[config.mk]
export PLATFORM = sky130hd
export DESIGN_NAME = fetch_stage_flat
export DESIGN_NICKNAME = d
export VERILOG_FILES = /design/src/rtl/cpu_pkg.sv /design/src/rtl/fetch_stage_if.sv /design/src/rtl/fetch_stage_pc_reg.sv /design/src/rtl/fetch_stage.sv /design/src/flat_wrapper.sv
export SDC_FILE = /design/constraint.sdc
export NUM_CORES = 1
export LEC_CHECK = 0
export CORE_MARGIN = 1
export CORE_UTILIZATION = 37
export CTS_CLUSTER_SIZE = 12
export DETAILED_ROUTE_END_ITERATION = 12
export PLACE_DENSITY = 0.74
export SKIP_CTS_REPAIR_TIMING = 1
export SLEW_MARGIN = 5
export SYNTH_ARGS = -nofsm -noshare
export SYNTH_HDL_FRONTEND = slang
export SYNTH_SLANG_ARGS = --single-unit
[constraint.sdc]
create_clock -name clk -period 1.8 [get_ports clk]
set_input_delay 0.18 -clock clk [delete_from_list [all_inputs] [get_ports clk]]
set_output_delay 0.18 -clock clk [all_outputs]
set_load 0.1 [all_outputs]
[src/rtl/cpu_pkg.sv]
// Shared CPU types and widths used by the fetch stage and its neighbours.
package cpu_pkg;

  localparam int INSTR_W = 16;
  localparam int ADDR_W  = 16;
  localparam int PC_STEP = 4;

  typedef enum logic [1:0] {
    WARM = 2'd0,
    RUN  = 2'd1,
    HALT = 2'd2
  } fetch_state_t;

  typedef struct packed {
    logic               valid;
    logic [INSTR_W-1:0] instruction;
    logic [ADDR_W-1:0]  pc;
  } if_id_t;

endpackage

[src/rtl/fetch_stage_if.sv]
// Fetch-stage bus: control from decode/execute, ROM port and the IF/ID outputs.
// With FETCH_PERF_EN defined the bus also carries the three perf counters.
interface fetch_stage_if;
  import cpu_pkg::*;

  logic               stall;
  logic               redirect_valid;
  logic [ADDR_W-1:0]  redirect_pc;
  logic [ADDR_W-1:0]  imem_address;
  logic [INSTR_W-1:0] imem_instruction;
  logic               id_valid;
  logic [INSTR_W-1:0] id_instruction;
  logic [ADDR_W-1:0]  id_pc;
  logic               halted;
  logic               misalign_err;
`ifdef FETCH_PERF_EN
  logic [31:0]        perf_fetched;
  logic [31:0]        perf_stalled;
  logic [31:0]        perf_flushed;
`endif

  // valid/ready note: there is no ready; id_valid marks a new or held
  // instruction, and the consumer applies back-pressure through stall.
  modport master (
    input  stall, redirect_valid, redirect_pc, imem_instruction,
    output imem_address, id_valid, id_instruction, id_pc, halted, misalign_err
`ifdef FETCH_PERF_EN
    , output perf_fetched, perf_stalled, perf_flushed
`endif
  );

  modport slave (
    output stall, redirect_valid, redirect_pc, imem_instruction,
    input  imem_address, id_valid, id_instruction, id_pc, halted, misalign_err
`ifdef FETCH_PERF_EN
    , input perf_fetched, perf_stalled, perf_flushed
`endif
  );

endinterface

[src/rtl/fetch_stage_pc_reg.sv]
// Program counter with next-PC selection: reset, redirect (word-aligned), advance.
module pc_reg
  import cpu_pkg::*;
#(
  parameter logic [ADDR_W-1:0] RESET_PC = '0
) (
  input  logic              clk,
  input  logic              reset,
  input  logic              redirect_valid,
  input  logic [ADDR_W-1:0] redirect_pc,
  input  logic              advance,
  output logic [ADDR_W-1:0] pc
);

  // The low two bits are dropped so the ROM always sees a word-aligned address.
  always_ff @(posedge clk) begin
    if (reset)               pc <= RESET_PC;
    else if (redirect_valid) pc <= {redirect_pc[ADDR_W-1:2], 2'b00};
    else if (advance)        pc <= pc + ADDR_W'(PC_STEP);
  end

endmodule

[src/rtl/fetch_stage.sv]
// Instruction-fetch stage: PC, WARM/RUN/HALT control and the IF/ID register.
// Optional perf counters are built when FETCH_PERF_EN is defined.
module fetch_stage
  import cpu_pkg::*;
#(
  parameter int                IMEM_SIZE = 1024,
  parameter logic [ADDR_W-1:0] RESET_PC  = '0
) (
  input  logic          clk,
  input  logic          reset,
  fetch_stage_if.master bus,
  output fetch_state_t  state_dbg
);

  fetch_state_t      state, state_nx;
  if_id_t            if_id, if_id_nx;
  logic [ADDR_W-1:0] pc;
  logic              in_range;
  logic              redirect_take;
  logic              advance;
  logic              stall_hold;
  logic              halted_q;
  logic              misalign_q;

  pc_reg #(.RESET_PC(RESET_PC)) u_pc_reg (
    .clk           (clk),
    .reset         (reset),
    .redirect_valid(redirect_take),
    .redirect_pc   (bus.redirect_pc),
    .advance       (advance),
    .pc            (pc)
  );

  // One extra bit so the bound test cannot wrap near the top of the address space.
  assign in_range = ({1'b0, pc} + (ADDR_W+1)'(3)) < (ADDR_W+1)'(IMEM_SIZE);

  always_comb begin
    state_nx      = state;
    if_id_nx      = if_id;
    redirect_take = 1'b0;
    advance       = 1'b0;
    stall_hold    = 1'b0;
    case (state)
      WARM: state_nx = RUN;
      RUN: begin
        if (bus.redirect_valid) begin
          redirect_take  = 1'b1;
          if_id_nx.valid = 1'b0;
        end else if (bus.stall) begin
          stall_hold = 1'b1;
        end else if (in_range) begin
          advance              = 1'b1;
          if_id_nx.valid       = 1'b1;
          if_id_nx.instruction = bus.imem_instruction;
          if_id_nx.pc          = pc;
        end else begin
          if_id_nx.valid = 1'b0;
          state_nx       = HALT;
        end
      end
      HALT: begin
        if_id_nx.valid = 1'b0;
        if (bus.redirect_valid) begin
          redirect_take = 1'b1;
          state_nx      = RUN;
        end
      end
      default: state_nx = WARM;
    endcase
  end

  always_ff @(posedge clk) begin
    if (reset) begin
      state      <= WARM;
      if_id      <= '0;
      halted_q   <= 1'b0;
      misalign_q <= 1'b0;
    end else begin
      state    <= state_nx;
      if_id    <= if_id_nx;
      halted_q <= (state_nx == HALT);
      if (redirect_take && (bus.redirect_pc[1:0] != 2'b00)) misalign_q <= 1'b1;
    end
  end

`ifdef FETCH_PERF_EN
  logic [31:0] fetched_q, stalled_q, flushed_q;

  always_ff @(posedge clk) begin
    if (reset) begin
      fetched_q <= '0;
      stalled_q <= '0;
      flushed_q <= '0;
    end else begin
      if (advance && (fetched_q != '1))       fetched_q <= fetched_q + 32'd1;
      if (stall_hold && (stalled_q != '1))    stalled_q <= stalled_q + 32'd1;
      if (redirect_take && (flushed_q != '1)) flushed_q <= flushed_q + 32'd1;
    end
  end

  assign bus.perf_fetched = fetched_q;
  assign bus.perf_stalled = stalled_q;
  assign bus.perf_flushed = flushed_q;
`endif

  assign bus.imem_address   = pc;
  assign bus.id_valid       = if_id.valid;
  assign bus.id_instruction = if_id.instruction;
  assign bus.id_pc          = if_id.pc;
  assign bus.halted         = halted_q;
  assign bus.misalign_err   = misalign_q;
  assign state_dbg          = state;

endmodule
[src/flat_wrapper.sv]
// flat-port wrapper written by rule: the top's interface ports become plain ports
module fetch_stage_flat import cpu_pkg::*;
#(
  parameter int                IMEM_SIZE = 1024,
  parameter logic [ADDR_W-1:0] RESET_PC  = '0
)
  (clk, reset, state_dbg, bus_stall, bus_redirect_valid, bus_redirect_pc, bus_imem_instruction, bus_imem_address, bus_id_valid, bus_id_instruction, bus_id_pc, bus_halted, bus_misalign_err);
  fetch_stage_if bus_i ();
  input  logic clk;
  input  logic reset;
  output fetch_state_t state_dbg;
  input wire logic [$bits(bus_i.stall)-1:0] bus_stall;
  input wire logic [$bits(bus_i.redirect_valid)-1:0] bus_redirect_valid;
  input wire logic [$bits(bus_i.redirect_pc)-1:0] bus_redirect_pc;
  input wire logic [$bits(bus_i.imem_instruction)-1:0] bus_imem_instruction;
  output wire logic [$bits(bus_i.imem_address)-1:0] bus_imem_address;
  output wire logic [$bits(bus_i.id_valid)-1:0] bus_id_valid;
  output wire logic [$bits(bus_i.id_instruction)-1:0] bus_id_instruction;
  output wire logic [$bits(bus_i.id_pc)-1:0] bus_id_pc;
  output wire logic [$bits(bus_i.halted)-1:0] bus_halted;
  output wire logic [$bits(bus_i.misalign_err)-1:0] bus_misalign_err;
  assign bus_i.stall = bus_stall;
  assign bus_i.redirect_valid = bus_redirect_valid;
  assign bus_i.redirect_pc = bus_redirect_pc;
  assign bus_i.imem_instruction = bus_imem_instruction;
  assign bus_imem_address = bus_i.imem_address;
  assign bus_id_valid = bus_i.id_valid;
  assign bus_id_instruction = bus_i.id_instruction;
  assign bus_id_pc = bus_i.id_pc;
  assign bus_halted = bus_i.halted;
  assign bus_misalign_err = bus_i.misalign_err;
  fetch_stage #(.IMEM_SIZE(IMEM_SIZE), .RESET_PC(RESET_PC)) u_core (.clk(clk), .reset(reset), .bus(bus_i), .state_dbg(state_dbg));
endmodule
After elaboration in Yosys (flattened, before gate mapping)
Index checks and enable logic that the tools add are counted.
{"block": "word_totals", "regBits": 53, "elab_cells": 43}
{"block": "classes", "muxes": 17, "add_sub_neg": 2, "n_eq_ne": 4, "order_cmp": 1, "reduce_logical": 9, "n_bitwise": 2}
{"cell": "2-to-1 mux 33 bit", "count": 1}
{"cell": "2-to-1 mux 16 bit", "count": 2}
{"cell": "2-to-1 mux 32 bit", "count": 1}
{"cell": "adder 16 x 2 -> 17 bit (second input constant)", "count": 1}
{"cell": "less-than comparator 17 x 11 -> 1 bit (second input constant)", "count": 1}
{"cell": "adder 16 x 3 -> 16 bit (second input constant)", "count": 1}
{"cell": "2-to-1 mux 2 bit", "count": 4}
{"cell": "2-to-1 mux 1 bit", "count": 7}
{"cell": "case mux 2 bit (3 select lines)", "count": 1}
{"cell": "nonzero test 2 bit", "count": 3}
{"cell": "equality test 2 bit (second input constant)", "count": 2}
{"cell": "AND reduction 4 bit", "count": 1}
{"cell": "OR reduction 2 bit", "count": 2}
{"cell": "!= test 3 bit (second input constant)", "count": 1}
{"cell": "equality test 2 x 1 -> 1 bit (second input constant)", "count": 1}
{"cell": "zero test 2 bit", "count": 1}
{"cell": "NOT 1 bit", "count": 2}
{"cell": "case mux 1 bit (2 select lines)", "count": 1}
{"cell": "AND reduction 2 bit", "count": 1}
{"cell": "logical AND 1 bit", "count": 1}

Depth between registers and ports, before layout
Gate-level depths: netlist (run 1).
{"block": "depth", "depth_word": 8, "ltp_mapped": 8, "depth_no_buf": 6}

Cells and area by module
From an unflattened synthesis (run 1), not the netlist that was laid out.
{"block": "unflattened", "hier_cells": 279, "area_unflattened_um2": 2478.6}
{"module": "fetch_stage", "cells_per_inst": 182, "n_inst": 1, "area_each_um2": 1660.3}
{"module": "pc_reg", "cells_per_inst": 97, "n_inst": 1, "area_each_um2": 818.3}

Worst setup path after synthesis (run 1)
Ideal clock, no wire load.
{"block": "synth_path", "path_type": "register -> register", "start": "register u_core.state[0], in the netlist u_core.state_dbg[0]", "end": "register u_core.u_pc_reg.pc[8]", "path_stages_with_launch": 6, "required_time_ps": 1709, "slack_ps": -685, "period_less_slack_ps": 2485, "path_buffers": 0, "t_arrival_ps": 2394, "path_cell_list": "dfxtp_1 -> ha_1 -> nor3b_2 -> nand3_2 -> or4_1 -> a311oi_1"}
{"block": "synth_between", "elab_chain_cells": 4, "word_cells_on_any_way": 7}
{"element": "start, declared", "line_no": "fetch_stage.sv:15", "rtl": "fetch_state_t state, state_nx;"}
{"element": "start signal, assigned", "line_no": "fetch_stage.sv:79", "rtl": "state <= state_nx;"}
{"element": "equality test 2 x 1 -> 1 bit / equality test 2 bit (equally long branches)", "line_no": "fetch_stage.sv:43", "rtl": "case (state)"}
{"element": "OR reduction 2 bit (no line)"}
{"element": "2-to-1 mux 1 bit"}
{"element": "2-to-1 mux 16 bit / nonzero test 2 bit (equally long branches)"}
{"element": "end signal, assigned", "line_no": "fetch_stage_pc_reg.sv:18", "rtl": "else if (redirect_valid) pc <= {redirect_pc[ADDR_W-1:2], 2'b00};"}
{"element": "end signal, assigned", "line_no": "fetch_stage_pc_reg.sv:19", "rtl": "else if (advance) pc <= pc + ADDR_W'(PC_STEP);"}
{"element": "end, declared", "line_no": "fetch_stage_pc_reg.sv:12", "rtl": "output logic [ADDR_W-1:0] pc"}
Several ways; a longest one is shown, not always the timed one.
A chain may end at the register's enable or synchronous reset.

Worst setup path in the final report (run 1)
{"block": "layout_path", "start": "register u_core.state[1], in the netlist u_core.state_dbg[1]", "end": "register u_core.u_pc_reg.pc[8]"}
The elaborated chain is that of the path after synthesis.

==> run_results.csv, run 1 <==
group,metric,value,unit
status,status,"complete, no violations",
grt,grt_pass1_wl,7.67,mm
sta,skew,0.00789,ns
layout,final_layout_size_suffix_gt1_share,29.1,%
die,dieArea,5660,µm²
cts,tritoncts,"done",
sta,setup_violations,0,
pwr,peakVddDrop,0.493,mV
hold_path,hold_class,"input pin to flip-flop",
critical_path,worstPathMaxFanout,5,
die,die_w,75.3,µm
critical_path,start_kind,"flip-flop",
synthesis,yosys_warnings,0,
detailed_routing,ant_nets,0,
synthesis,synth_area,1990,µm²
critical_path,end_kind,"flip-flop",
critical_path,max_stage_delay,0.45,ns
cts,root_buffer,"clkbuf_8",
synthesis,netlist_instances,235,
critical_path,worst-path-buf-inv,1,
die,num_rows,26,
placed_design,gp_congestion,0.758,
critical_path,path_delay_family,"simple AND/OR/NAND/NOR gates",
layout,finish.utilization,59.5,%
run,cap_violations,0,
layout,largest_reg_flops,16,
cts,cts_max_path_buffers,2,
sta,finalWorstSetupSlack,0.0666,ns
detailed_routing,wl,4.98,mm
synthesis,ys_ff_latch,49,
die,core-area,5140,µm²
grt,grt_use_total,17.7,%
placed_design,placedInstanceArea,2920,µm²
die,start_util,38.6,%
sta,drv_slew,0,
critical_path,crit_required,2.01,ns
sta,fin_crit,1.73,ns
critical_path,cp_slowest_cell,"or4_4",
critical_path,rrSetupSlack,0.07,ns
critical_path,arrival,1.95,ns
layout,design_area,3060,µm²
detailed_routing,drt_pass1_iterations,4,
placed_design,place_hpwl,3.51,mm
layout,fillCellCount,479,
detailed_routing,wire_per_inst,12.5,µm
detailed_routing,drc,0,
pwr,p_per_area,825,nW/µm²
synthesis,avgSynthCellArea,8.45,µm²
sta,hold_ws,0.419,ns
cts,htree_num_levels,2,
grt,grt-ovfl-total,0,
sta,setup_tns,0,ns
layout,layout.nets,368,
sta,final-hold-violation-count,0,
synthesis,synth_area_leader_cell,"dfxtp_1",
layout,layout_common_cells,"65 x nand2_1, 59 x buf_4, 36 x dfxtp_1, 35 x clkdlybuf4s50_1, 31 x a21oi_1",
pwr,leakage,1.21,nW
grt,grt_max_degree,34,
layout,fin_cells,397,
placed_design,dp_slack,-0.104,ns
cts,cts_num_sinks,49,
die,io_pins,89,
detailed_routing,dr_total_vias,1956,
synthesis,yosysTopAreaCellShare,49.4,%
cts,cts_buffers,5,
synthesis,netlist-cell-type-count,37,
critical_path,critPathKind,"flip-flop to flip-flop",
synthesis,synthTopCellsByArea,"dfxtp_1 49%, nand2_1 12%, a21oi_1 8.1%",
pwr,finalPower,2.52,mW
placed_design,port_buffers,84,
cts,clk_pin_slew_worst_paths,0.09,ns
critical_path,path_cells,"inv_2, ha_4, nor3b_4, nand3_2, or4_4, a311oi_2",
sta,finalCritPeriodShare,96.3,%
synthesis,synth-seq-area-share,49.4,%
cts,worstSkewPairLatency,0.30,ns
layout,n_antenna_cell,0,
placed_design,dp.cells,389,
grt,antenna_found_initial,0,
die,die_y,75.3,µm
layout,area_delta_synth_final,54.1,%
layout,layout_commonest_cell,"nand2_1",
sta,fmax,577,MHz
detailed_routing,via_per_inst,4.93,
detailed_routing,first_iter_violations,101,
grt,grt_pass1_vias,1799,
path summary, 6_finish.rpt:
| check | to | depth (start not counted) | start |
|---|---|---|---|
| worst max register to register | u_core.u_pc_reg.pc[8] | 6 | u_core.state_dbg[1] |
| worst max-delay path | u_core.u_pc_reg.pc[8] | 6 | u_core.state_dbg[1] |
| worst min register to register | u_core.bus.id_pc[4] | 2 | u_core.bus.id_pc[4] |
| worst min-delay path | u_core.u_pc_reg.pc[11] | 3 | bus_redirect_pc[11] |
cells by family (layout without fill, tap and decap cells):
kind of cell	after synthesis	in the layout	share of synthesized area, %
flops	49	49	49.4
fa+ha+maj	5	5	3.15
buf+inv	21	110	5.04
compound gates	57	57	17.5
simple gates	101	101	24.3
xor+xnor	1	1	0.441
other cells	1	4	0.189
worst register-to-register path: cells and delay by family (launching register included):
kind,cells,cell delay [ns]
buffers and inverters,1,0.08
adders and majority gates,1,0.15
AOI/OAI and AO/OA,1,0.27
DFF,1,0.37
and+or+nand+nor,3,0.78
cells in the mapped netlist:
master	n
dfxtp_1	49
a311oi_1	5
nor2b_1	1
a211oi_1	4
o21ai_0	4
o21a_1	1
a31oi_1	2
a22oi_1	1
nand3_1	3
or4_1	2
nor3b_1	1
inv_1	3
o31ai_1	1
nor4_1	2
nand3b_1	1
clkbuf_1	9
a2bb2oi_1	1
and2_0	1
conb_1	1
and3_1	3
nor3b_2	1
o21bai_1	3
a21oi_1	32
a2111oi_0	2
nor3_1	1
nand3_2	1
and4_1	2
buf_2	5
xnor2_1	1
nor2_1	7
nor4_4	1
nand2_1	65
o2bb2a_1	1
buf_4	4
and2_1	7
nand4_1	2
ha_1	5
report_power, final:
part           switching (mW)  total, mW  internal, mW
clock network           0.334      0.639         0.305
registers              0.0507       1.18          1.13
logic                   0.479      0.705         0.226
layout make-up:
class                           instances  area (µm²)  share of cell area (%)
Inverter                                3        11.3                   0.368
Timing Repair Buffer                  100         910                    29.7
Multi-Input combinational cell        168         963                    31.5
Clock buffer                            7        86.3                    2.82
Sequential cell                        49        1000                    32.7
Tap cell                               70        87.6                    2.86
routing by layer:
metal  up-vias  share of wire (%)  global-route usage [%]
li1        983                  -                       -
met1       903                 42                    20.7
met2        61                 51                    31.1
met3         9                5.9                    4.95
met4         0                1.6                    6.17
met5         -                  0                       0
No activity file was read; power rests on OpenSTA's default activity.
==> inputs of run 2 (changes only) <==
ABC_AREA = 0   (was default)
==> results of run 2 <==
No change in the layout: final DEF, timing and power equal those of run 1.
